===== src/rtl/debounce_pkg.sv =====
// Shared types and default constants for the debounce filter.
// The FSM encoding is Gray-like so that the high bit of the state tracks
// the accepted level (IDLE_HI/WAIT_LO) and neighbouring states differ in one bit.
package debounce_pkg;

    typedef enum logic [1:0] {
        IDLE_LO = 2'b00,
        WAIT_HI = 2'b01,
        IDLE_HI = 2'b11,
        WAIT_LO = 2'b10
    } state_t;

    localparam int DEFAULT_SYNC_STAGES     = 2;
    localparam int DEFAULT_DEBOUNCE_CYCLES = 50000;
    localparam int DEFAULT_CNT_W           = 16;

endpackage


===== src/rtl/bit_sync.sv =====
// Multi-flop synchroniser for a single asynchronous bit.
// Only compiled when DEBOUNCE_SYNC_EN is defined, because that is the only
// build in which debounce_filter instantiates it.
`ifdef DEBOUNCE_SYNC_EN
module bit_sync #(
    parameter int STAGES = 2
) (
    input  logic clk_i,
    input  logic rst_i,
    input  logic d_i,
    output logic q_o
);

    logic [STAGES-1:0] chain_q;

    // Shift the raw bit through the chain; reset clears every stage.
    always_ff @(posedge clk_i) begin
        if (rst_i) begin
            chain_q <= '0;
        end else begin
            chain_q <= {chain_q[STAGES-2:0], d_i};
        end
    end

    assign q_o = chain_q[STAGES-1];

endmodule
`endif


===== src/rtl/debounce_filter.sv =====
// Debounce filter: turns a raw bouncing input into a clean registered level
// plus a one-cycle 'changed' pulse on every accepted transition.
// Optional feature macro: DEBOUNCE_SYNC_EN. When defined, the input passes
// through a SYNC_STAGES-deep bit_sync chain first; when undefined the input
// must already be synchronous to clk_i and SYNC_STAGES is not used.
module debounce_filter
    import debounce_pkg::*;
#(
    parameter int SYNC_STAGES     = DEFAULT_SYNC_STAGES,
    parameter int DEBOUNCE_CYCLES = DEFAULT_DEBOUNCE_CYCLES,
    parameter int CNT_W           = DEFAULT_CNT_W
) (
    input  logic clk_i,
    input  logic rst_i,
    input  logic in_i,
    output logic out_o,
    output logic changed_o
);

    localparam logic [CNT_W-1:0] CNT_LAST = CNT_W'(DEBOUNCE_CYCLES - 1);
    localparam logic [CNT_W-1:0] CNT_ONE  = CNT_W'(1);

    // Reject parameter sets that would break the counter or the synchroniser.
    if (!(SYNC_STAGES >= 2 && DEBOUNCE_CYCLES >= 2 && DEBOUNCE_CYCLES < (2 ** CNT_W))) begin : gBadParams
        $error("debounce_filter: illegal SYNC_STAGES/DEBOUNCE_CYCLES/CNT_W combination");
    end

    logic       sIn;
    state_t     state_q, state_d;
    logic [CNT_W-1:0] cnt_q, cnt_d;
    logic       out_q, out_d;
    logic       changed_q, changed_d;

`ifdef DEBOUNCE_SYNC_EN
    bit_sync #(
        .STAGES (SYNC_STAGES)
    ) uSync (
        .clk_i (clk_i),
        .rst_i (rst_i),
        .d_i   (in_i),
        .q_o   (sIn)
    );
`else
    assign sIn = in_i;
`endif

    // State, counter and output registers; reset discards any partial count.
    always_ff @(posedge clk_i) begin
        if (rst_i) begin
            state_q   <= IDLE_LO;
            cnt_q     <= '0;
            out_q     <= 1'b0;
            changed_q <= 1'b0;
        end else begin
            state_q   <= state_d;
            cnt_q     <= cnt_d;
            out_q     <= out_d;
            changed_q <= changed_d;
        end
    end

    // Next-state logic: count consecutive opposite samples, restart on any bounce.
    always_comb begin
        state_d   = state_q;
        cnt_d     = cnt_q;
        out_d     = out_q;
        changed_d = 1'b0;
        case (state_q)
            IDLE_LO: begin
                if (sIn) begin
                    state_d = WAIT_HI;
                    cnt_d   = CNT_ONE;
                end else begin
                    cnt_d   = '0;
                end
            end
            WAIT_HI: begin
                if (!sIn) begin
                    state_d = IDLE_LO;
                    cnt_d   = '0;
                end else if (cnt_q == CNT_LAST) begin
                    state_d   = IDLE_HI;
                    out_d     = 1'b1;
                    changed_d = 1'b1;
                    cnt_d     = '0;
                end else begin
                    cnt_d = cnt_q + 1'b1;
                end
            end
            IDLE_HI: begin
                if (!sIn) begin
                    state_d = WAIT_LO;
                    cnt_d   = CNT_ONE;
                end else begin
                    cnt_d   = '0;
                end
            end
            WAIT_LO: begin
                if (sIn) begin
                    state_d = IDLE_HI;
                    cnt_d   = '0;
                end else if (cnt_q == CNT_LAST) begin
                    state_d   = IDLE_LO;
                    out_d     = 1'b0;
                    changed_d = 1'b1;
                    cnt_d     = '0;
                end else begin
                    cnt_d = cnt_q + 1'b1;
                end
            end
            default: begin
                state_d = IDLE_LO;
                cnt_d   = '0;
                out_d   = 1'b0;
            end
        endcase
    end

    assign out_o     = out_q;
    assign changed_o = changed_q;

endmodule


===== config.mk =====
export PLATFORM = sky130hd
export DESIGN_NAME = debounce_filter
export DESIGN_NICKNAME = d
export VERILOG_FILES = /design/src/rtl/debounce_pkg.sv /design/src/rtl/bit_sync.sv /design/src/rtl/debounce_filter.sv
export SDC_FILE = /design/constraint.sdc
export NUM_CORES = 1
export LEC_CHECK = 0
export BUFFER_PORTS_ARGS = -buffer_cell sky130_fd_sc_hd__clkbuf_2
export CELL_PAD_IN_SITES_DETAIL_PLACEMENT = 0
export CELL_PAD_IN_SITES_GLOBAL_PLACEMENT = 1
export CORE_MARGIN = 3
export CORE_UTILIZATION = 49
export DETAILED_ROUTE_END_ITERATION = 12
export PLACE_DENSITY_LB_ADDON = 0.1
export SLEW_MARGIN = 25
export SYNTH_ARGS = -nofsm -noshare
export SYNTH_HDL_FRONTEND = slang
export SYNTH_SLANG_ARGS = --single-unit

===== constraint.sdc =====
create_clock -name clk_i -period 3.24 [get_ports clk_i]
set_clock_uncertainty 0.05 [all_clocks]
set_input_delay 0.324 -clock clk_i [delete_from_list [all_inputs] [get_ports clk_i]]
set_output_delay 0.324 -clock clk_i [all_outputs]
set_load 0.005 [all_outputs]

==> impl_metrics.ini, run 1 <==
[critical_path]
crit_path_end_kind = register
cp_max_fo = 15
crit_path_start_kind = register
required_ns = 3.36
crit_type = register to register
crit_arrival_ns = 2.31

[die]
core_um2 = 2040
dieArea_um2 = 2850
initial_utilization_pct = 53.8
fp-row-count = 16
die_h_um = 53.4
die_x_um = 53.4
io_pins = 5

[yosys]
ys_top_cells_by_area = dfxtp_1 (36%), ha_1 (8.0%), xnor2_1 (6.4%), nor2_1 (5.8%), nand3_1 (4.1%)
synth_edf_count = 0
yosysMostFrequentCell = dfxtp_1
syn_area_um2 = 1100
synth.top_cell.area_share_pct = 36.4
syn_avg_cell_area_um2 = 9.00
synthCells = 122
yosysUniqueCellTypes = 35
synth_common_cells = dfxtp_1 (20), nor2_1 (17), nand3_1 (9)
synth_ff_type = dfxtp_1
syn_nets = 132
yosysWarnings = 0
seq_area_frac_synth_pct = 36.4
synth_top_cell_by_area = dfxtp_1
synthArstFlopShare_pct = 0
ys_seq_elements = 20

[final_layout]
area_delta_synth_final_pct = 6.04
layout.nets = 136
diodes = 0
final_cell_area_um2 = 1160
drive_above_1_share_pct = 12.0
stdcell_count = 152
fin_util_pct = 57.0

[placed_design]
place_inst = 148
hpwl_um = 1430
pre_cts_slack_ns = 1.03
placed_area_um2 = 1110
place.gp.congestion = 0.739
portBuffers = 4

[route]
wl_met2_um = 838
wire_per_inst_um = 12.5
highest_layer = met4
dr_total_vias = 835
ant_nets = 0
first_pass_iters = 4
met3_length_um = 54
drc = 0
drtIter0Drc = 13
routed_wl_um = 1900
met1_length_um = 981
avgViaCountPerCell = 5.49

[clock_tree]
clockBufferDepth = 2
clkSlewWorstSetupHoldPaths_ns = 0.11
cts_buffers = 3
htreeDepth = 1
root_buffer = clkbuf_4
cts-resized-gates = 0
cts_setup_buffers = 0
clk-insertion-delay-late_ns = 0.30
cts_hold_buf = 0
cts_tree = built
cts_sinks = 20

[sta]
post-route-min-period_ns = 2.19
slew_headroom_pct = 66.8
max_freq_mhz = 458
grt_setup_unrepaired = no
hold_violations = 0
fin_crit_sh_pct = 67.5
fin_ws_ns = 1.05
slew_violations = 0
tightest_slew_ns = 0.498
setup-tns-final_ns = 0
setup_violations = 0

[global_route]
antenna_found_initial = 0
grt_use_total_pct = 17.6
grt_pass1_wl_um = 3570
grt_overflow = 0
grt_pass1_vias = 785
grt_max_degree = 16

[pwr]
power_density_nw_per_um2 = 424
leakage_nw = 0.390
vdd.ir_drop.worst_mv = 0.282

[min_path]
min_path_type = input port to register

[flow_run]
max-cap-violations = 0

[outcome]
status = finished clean
-- power breakdown --
group          internal [mW]  switching (mW)  total, mW
clock network          0.125          0.0737      0.199
logic                 0.0169          0.0226     0.0395
registers              0.250         0.00514      0.255
-- cell families (layout without fill, tap and decap cells) --
family,Yosys count,count (layout),synth area share [%]
xor gates and xnor gates,13,13,10.4
AOI/OAI and AO/OA,13,13,8.20
adders and majority gates,7,7,7.97
muxes,1,1,0.911
and+or+nand+nor,55,55,29.7
buffers and inverters,13,16,6.38
DFF,20,20,36.4
-- flip-flops by register name, indices dropped and copies added, names as in the netlist --
signal	cells
cnt_q	16
changed_o	1
state_q	2
out_o	1
-- layout by cell type, fill, tap and decap left out, types with 4 or more instances in the layout --
cell type | synthesis | routed
dfxtp_1 | 20 | 20
xor2_1 | 5 | 5
clkbuf_2 | 2 | 4
inv_1 | 8 | 8
xnor2_1 | 8 | 8
ha_1 | 7 | 7
nor3_1 | 4 | 4
a21oi_1 | 5 | 5
nor2_1 | 17 | 17
nand4_1 | 5 | 5
nand3_1 | 9 | 9
-- stage by stage --
step | power (mW) | hold WS (ns)
3_5_place_dp | 0.300 | 0.431
3_3_place_gp | 0.300 | 0.429
6_report | 0.493 | 0.230
4_1_cts | 0.502 | 0.221
2_1_floorplan | 0.292 | 0.343
5_1_grt | 0.525 | 0.222
-- path summary, 6_finish.rpt --
kind	startpoint	endpoint	slack, ns	cells past startpoint
max reg2reg	cnt_q[0]	cnt_q[14]	1.05	5
max	cnt_q[0]	cnt_q[14]	1.05	5
min	rst_i	state_q[0]	0.23	2
min reg2reg	out_o	out_o	0.44	2
-- cell type report --
| type | instances | area (µm²) |
|---|---|---|
| clock buffer | 3 | 22.5 |
| clock inverter | 1 | 30.0 |
| fill | 208 | 877 |
| inverter | 8 | 30.0 |
| multi-input combinational | 89 | 628 |
| sequential | 20 | 400 |
| tap | 27 | 33.8 |
| timing repair buffer | 4 | 20.0 |
-- critical path, cell delays in order (launching register included) --
cell,delay (ns)
dfxtp_1,0.43
ha_1,0.25
or4b_1,0.50
nor4_4,0.27
or4_1,0.47
nor2_1,0.10
-- metal layers --
metal	up-vias	GRT usage (%)
met5	-	0
li1	446	-
met1	379	24.6
met3	2	5.07
met2	8	24.7
met4	0	7.66
Power figures use the tool's default switching activity.
==> run 2, diff against run 1 <==
CORE_UTILIZATION = 45   (was 49)
clock period = 2.2 ns   (was 3.24 ns; I/O delays follow)
==> run 2 against run 1 <==
Net effect:
- combinational power up 70%
- first-iteration DRC count shrank 38%
- design area is 0.64% higher
- count of clock-buffer cells in the layout rose by 1
- register-to-register slack got worse by 0.83 ns
- sequential share of layout area down 0.22 points
- final cell count grew 2.6%
- sequential power increased by 47%
- sequential cell count unchanged
- critical path type unchanged
==> impl_metrics.ini, run 2 (synthesis gave the netlist of run 1 again) <==
[clock_tree]
cts_sinks = 20
clockBufferDepth = 2
cts_setup_buffers = 0
cts_buffers = 3
cts_tree = built
clkSlewWorstSetupHoldPaths_ns = 0.12
root_buffer = clkbuf_4
htreeDepth = 1
cts-resized-gates = 0
cts_hold_buf = 0
clk-insertion-delay-late_ns = 0.30

[route]
routed_wl_um = 2100
drc = 0
ant_nets = 0
avgViaCountPerCell = 5.50
wire_per_inst_um = 13.5
dr_total_vias = 858
first_pass_iters = 4
drtIter0Drc = 8

[placed_design]
hpwl_um = 1620
place.gp.congestion = 0.731
pre_cts_slack_ns = 0.237
portBuffers = 4

[final_layout]
fin_util_pct = 52.0
drive_above_1_share_pct = 14.1
largest_reg_flops = 16
final_common_cell = dfxtp_1
diodes = 0
layout_common_cells = dfxtp_1 (20), nor2_1 (17), nand3_1 (9), inv_1 (8), xnor2_1 (8)
area_delta_synth_final_pct = 6.72
regMostFlops = cnt_q
reg.largest.list = cnt_q x16, state_q x2
layout.nets = 139

[sta]
grt_setup_unrepaired = no
setup_violations = 0
setup-tns-final_ns = 0
fin_ws_ns = 0.223
max_freq_mhz = 506
slew_headroom_pct = 73.7
post-route-min-period_ns = 1.98
tightest_slew_ns = 0.389
fin_crit_sh_pct = 89.9
slew_violations = 0
hold_violations = 0

[global_route]
grt_pass1_wl_um = 3830
grt_use_total_pct = 15.2
grt_pass1_vias = 842
grt_overflow = 0
antenna_found_initial = 0
grt_max_degree = 12

[min_path]
min_path_type = input port to register

[critical_path]
crit_path_start_kind = register
crit_path_end_kind = register
required_ns = 2.35
cp_max_fo = 10
crit_arrival_ns = 2.13
crit_type = register to register

[pwr]
leakage_nw = 0.396
power_density_nw_per_um2 = 561
vdd.ir_drop.worst_mv = 0.279

[die]
core_um2 = 2250
initial_utilization_pct = 48.7
fp-row-count = 17
io_pins = 5
die_x_um = 55.4
dieArea_um2 = 3070
die_h_um = 55.4

[flow_run]
max-cap-violations = 0

[outcome]
status = finished clean
## run 2: cell count changes in the layout (fill, tap and decap cells not counted), sizes merged
cell,delta
clkbuf,+1
buf,+3
bufinv,-1
## run 2: where the power goes
group          total [mW]  internal [mW]  switching (mW)
Sequential          0.374          0.369         0.00598
Clock               0.216          0.101           0.115
Combinational      0.0671         0.0292          0.0379
Total               0.657          0.499           0.159
## run 2: area by class of cell
class | instances | area [µm²]
Clock buffer | 4 | 36.3
Fill cell | 248 | 1080
Inverter | 8 | 30.0
Multi-Input combinational cell | 89 | 628
Sequential cell | 20 | 400
Tap cell | 28 | 35.0
Timing Repair Buffer | 7 | 42.5
## run 2: per-stage QoR
step	hold slack, ns	std cells	instance area, µm²	power [mW]
floorplan	0.239	122	1100	0.430
global placement	0.421	152	1140	0.448
detailed placement	0.429	152	1140	0.449
CTS	0.104	156	1170	0.668
global route	0.102	156	1170	0.696
finish	0.113	156	1170	0.657
## run 2: worst max-delay path: stages, from the launching register on
cell and delay [ns]:
dfxtp_1 0.41, ha_1 0.24, or4b_1 0.50, nor4_4 0.26, or4_1 0.17, buf_4 0.17
nor2_1 0.06
## run 2: routing by layer
layer | share of wire [%] | vias to the layer above | GRT usage [%]
met3 | 2.1 | 2 | 2.10
met2 | 44 | 7 | 23.0
met5 | 0 | - | 0
met4 | 0.67 | 0 | 5.90
li1 | - | 445 | -
met1 | 53 | 404 | 21.7
## run 2: final timing paths
check | slack (ns) | endpoint | cells after the start | start
setup / recovery | 0.22 | cnt_q[12] | 6 | cnt_q[1]
hold / removal | 0.11 | state_q[1] | 2 | rst_i
setup reg to reg | 0.22 | cnt_q[12] | 6 | cnt_q[1]
hold reg to reg | 0.44 | out_o | 2 | out_o
==> run 3, diff against run 2 <==
CORE_ASPECT_RATIO = 1.5   (was unset)
==> run 3 against run 2 <==
Net effect:
- critical path depth did not move
- first-iteration DRC count shrank 13%
- total power fell by 8.3%
- fmax down 1.1%
- sequential share of layout area grew 1.1 points
- final cell count decreased by 5.1%
- count of clock-buffer cells in the layout fell by 1
- register-to-register slack got worse by 0.02 ns
- die area up 0.39%
- combinational power decreased by 10%
- critical path type unchanged
==> impl_metrics.ini, run 3 (synthesis gave the netlist of run 1 again) <==
[route]
routed_wl_um = 2100
drtIter0Drc = 7
drc = 0
ant_nets = 0
first_pass_iters = 4
wire_per_inst_um = 14.2
avgViaCountPerCell = 5.82
dr_total_vias = 862

[final_layout]
regMostFlops = cnt_q
diodes = 0
largest_reg_flops = 16
fill_cells = 242
final_common_cell = dfxtp_1
area_delta_synth_final_pct = 3.64
reg.largest.list = cnt_q x16, state_q x2
layout_common_cells = dfxtp_1 (19), nor2_1 (17), nand3_1 (9), inv_1 (8), xnor2_1 (8)
layout.nets = 137
drive_above_1_share_pct = 12.8
final_cell_area_um2 = 1140

[sta]
max_freq_mhz = 500
slew_violations = 0
post-route-min-period_ns = 2.00
grt_setup_unrepaired = no
tightest_slew_ns = 0.387
hold_violations = 0
setup-tns-final_ns = 0
fin_crit_sh_pct = 90.9
setup_violations = 0
slew_headroom_pct = 73.9

[critical_path]
crit_path_start_kind = register
reg2reg_slack_ns = 0.20
cp-endpoint = cnt_q[12]
critPathTopFamily = simple AND/OR/NAND/NOR gates
crit_arrival_ns = 2.14
crit_type = register to register
crit_cells = 6
slowest_delay_ns = 0.50
required_ns = 2.34
crit_path_end_kind = register
r2r_end = cnt_q[12]
path_buf_inv = 1
r2r-start = cnt_q[1]
cp_max_fo = 15
worstRegToRegCells = 6
crit_chain = ha_1 -> or4b_1 -> nor4_4 -> or4_1 -> buf_4 -> nor2_1
crit_slowest_cell = or4b_1
crit_start = cnt_q[1]

[placed_design]
placed_area_um2 = 1110
hpwl_um = 1630
place.gp.congestion = 0.764
portBuffers = 4

[clock_tree]
clkSlewWorstSetupHoldPaths_ns = 0.11
clk-insertion-delay-late_ns = 0.29
cts_setup_buffers = 0
cts_sinks = 20
cts_hold_buf = 0
clockBufferDepth = 2
htreeDepth = 1
cts_buffers = 3
root_buffer = clkbuf_4
cts_tree = built

[die]
core_um2 = 2290
die_h_um = 66.5
initial_utilization_pct = 48.1
io_pins = 5
die_x_um = 46.3
dieArea_um2 = 3080
fp-row-count = 21

[min_path]
hold_depth = 2
min_path_type = input port to register

[global_route]
grt_max_degree = 16
grt_use_total_pct = 17.3
antenna_found_initial = 0
grt_pass1_vias = 911
grt_pass1_wl_um = 3910
grt_overflow = 0

[pwr]
leakage_nw = 0.380
finalPower_uw = 603
vdd.ir_drop.worst_mv = 0.269
power_density_nw_per_um2 = 530

[outcome]
status = finished clean

[flow_run]
max-cap-violations = 0
run 3: changes by cell type in the layout (fill, tap and decap cells not counted), sizes merged:
| cell | change |
|---|---|
| clkbuf | -1 |
| buf | -2 |
run 3: worst min-delay path by stage:
stage,from,to,slack (ns)
final,rst_i,state_q[1],0.12
after floorplan,rst_i,state_q[0],0.24
after detailed placement,out_o,out_o,0.43
after global routing,rst_i,state_q[1],0.12
after CTS,rst_i,state_q[1],0.11
after global placement,out_o,out_o,0.43
run 3: final cells by class:
class	instances	area, µm²	area share (%)
timing repair buffer	5	27.5	2.42
clock buffer	3	22.5	1.98
inverter	8	30.0	2.64
sequential	20	402	35.3
multi-input combinational	89	628	55.2
tap	23	28.8	2.53
run 3: report_power, final:
part | internal [mW] | switching, mW | leakage (nW) | total (mW)
Sequential | 0.369 | 0.00859 | 0.162 | 0.378
Clock | 0.0637 | 0.102 | 0.0138 | 0.165
Combinational | 0.0257 | 0.0345 | 0.204 | 0.0602
run 3: layer usage:
| metal | vias up | share of wire (%) | track usage (%) |
|---|---|---|---|
| met5 | - | 0 | 0 |
| met4 | 0 | 0.67 | 7.47 |
| met3 | 2 | 1.6 | 2.43 |
| met2 | 6 | 57 | 31.2 |
| met1 | 416 | 41 | 18.8 |
| li1 | 438 | - | - |
run 3: metrics by stage:
step	setup slack, ns	instances	util [%]	hold slack [ns]
6_report	0.200	148	49.8	0.120
5_1_grt	0.0114	148	49.8	0.121
4_1_cts	0.157	148	49.8	0.113
3_5_place_dp	0.185	145	48.8	0.433
3_3_place_gp	0.265	145	48.8	0.429
2_1_floorplan	0.316	122	-	0.239
run 3: timing repair:
item / 4_1_cts / 5_1_grt
hold endpoints to repair: 0 / 0
resized for setup: 0 / 1
endpoints found under the setup margin: 0 / 16
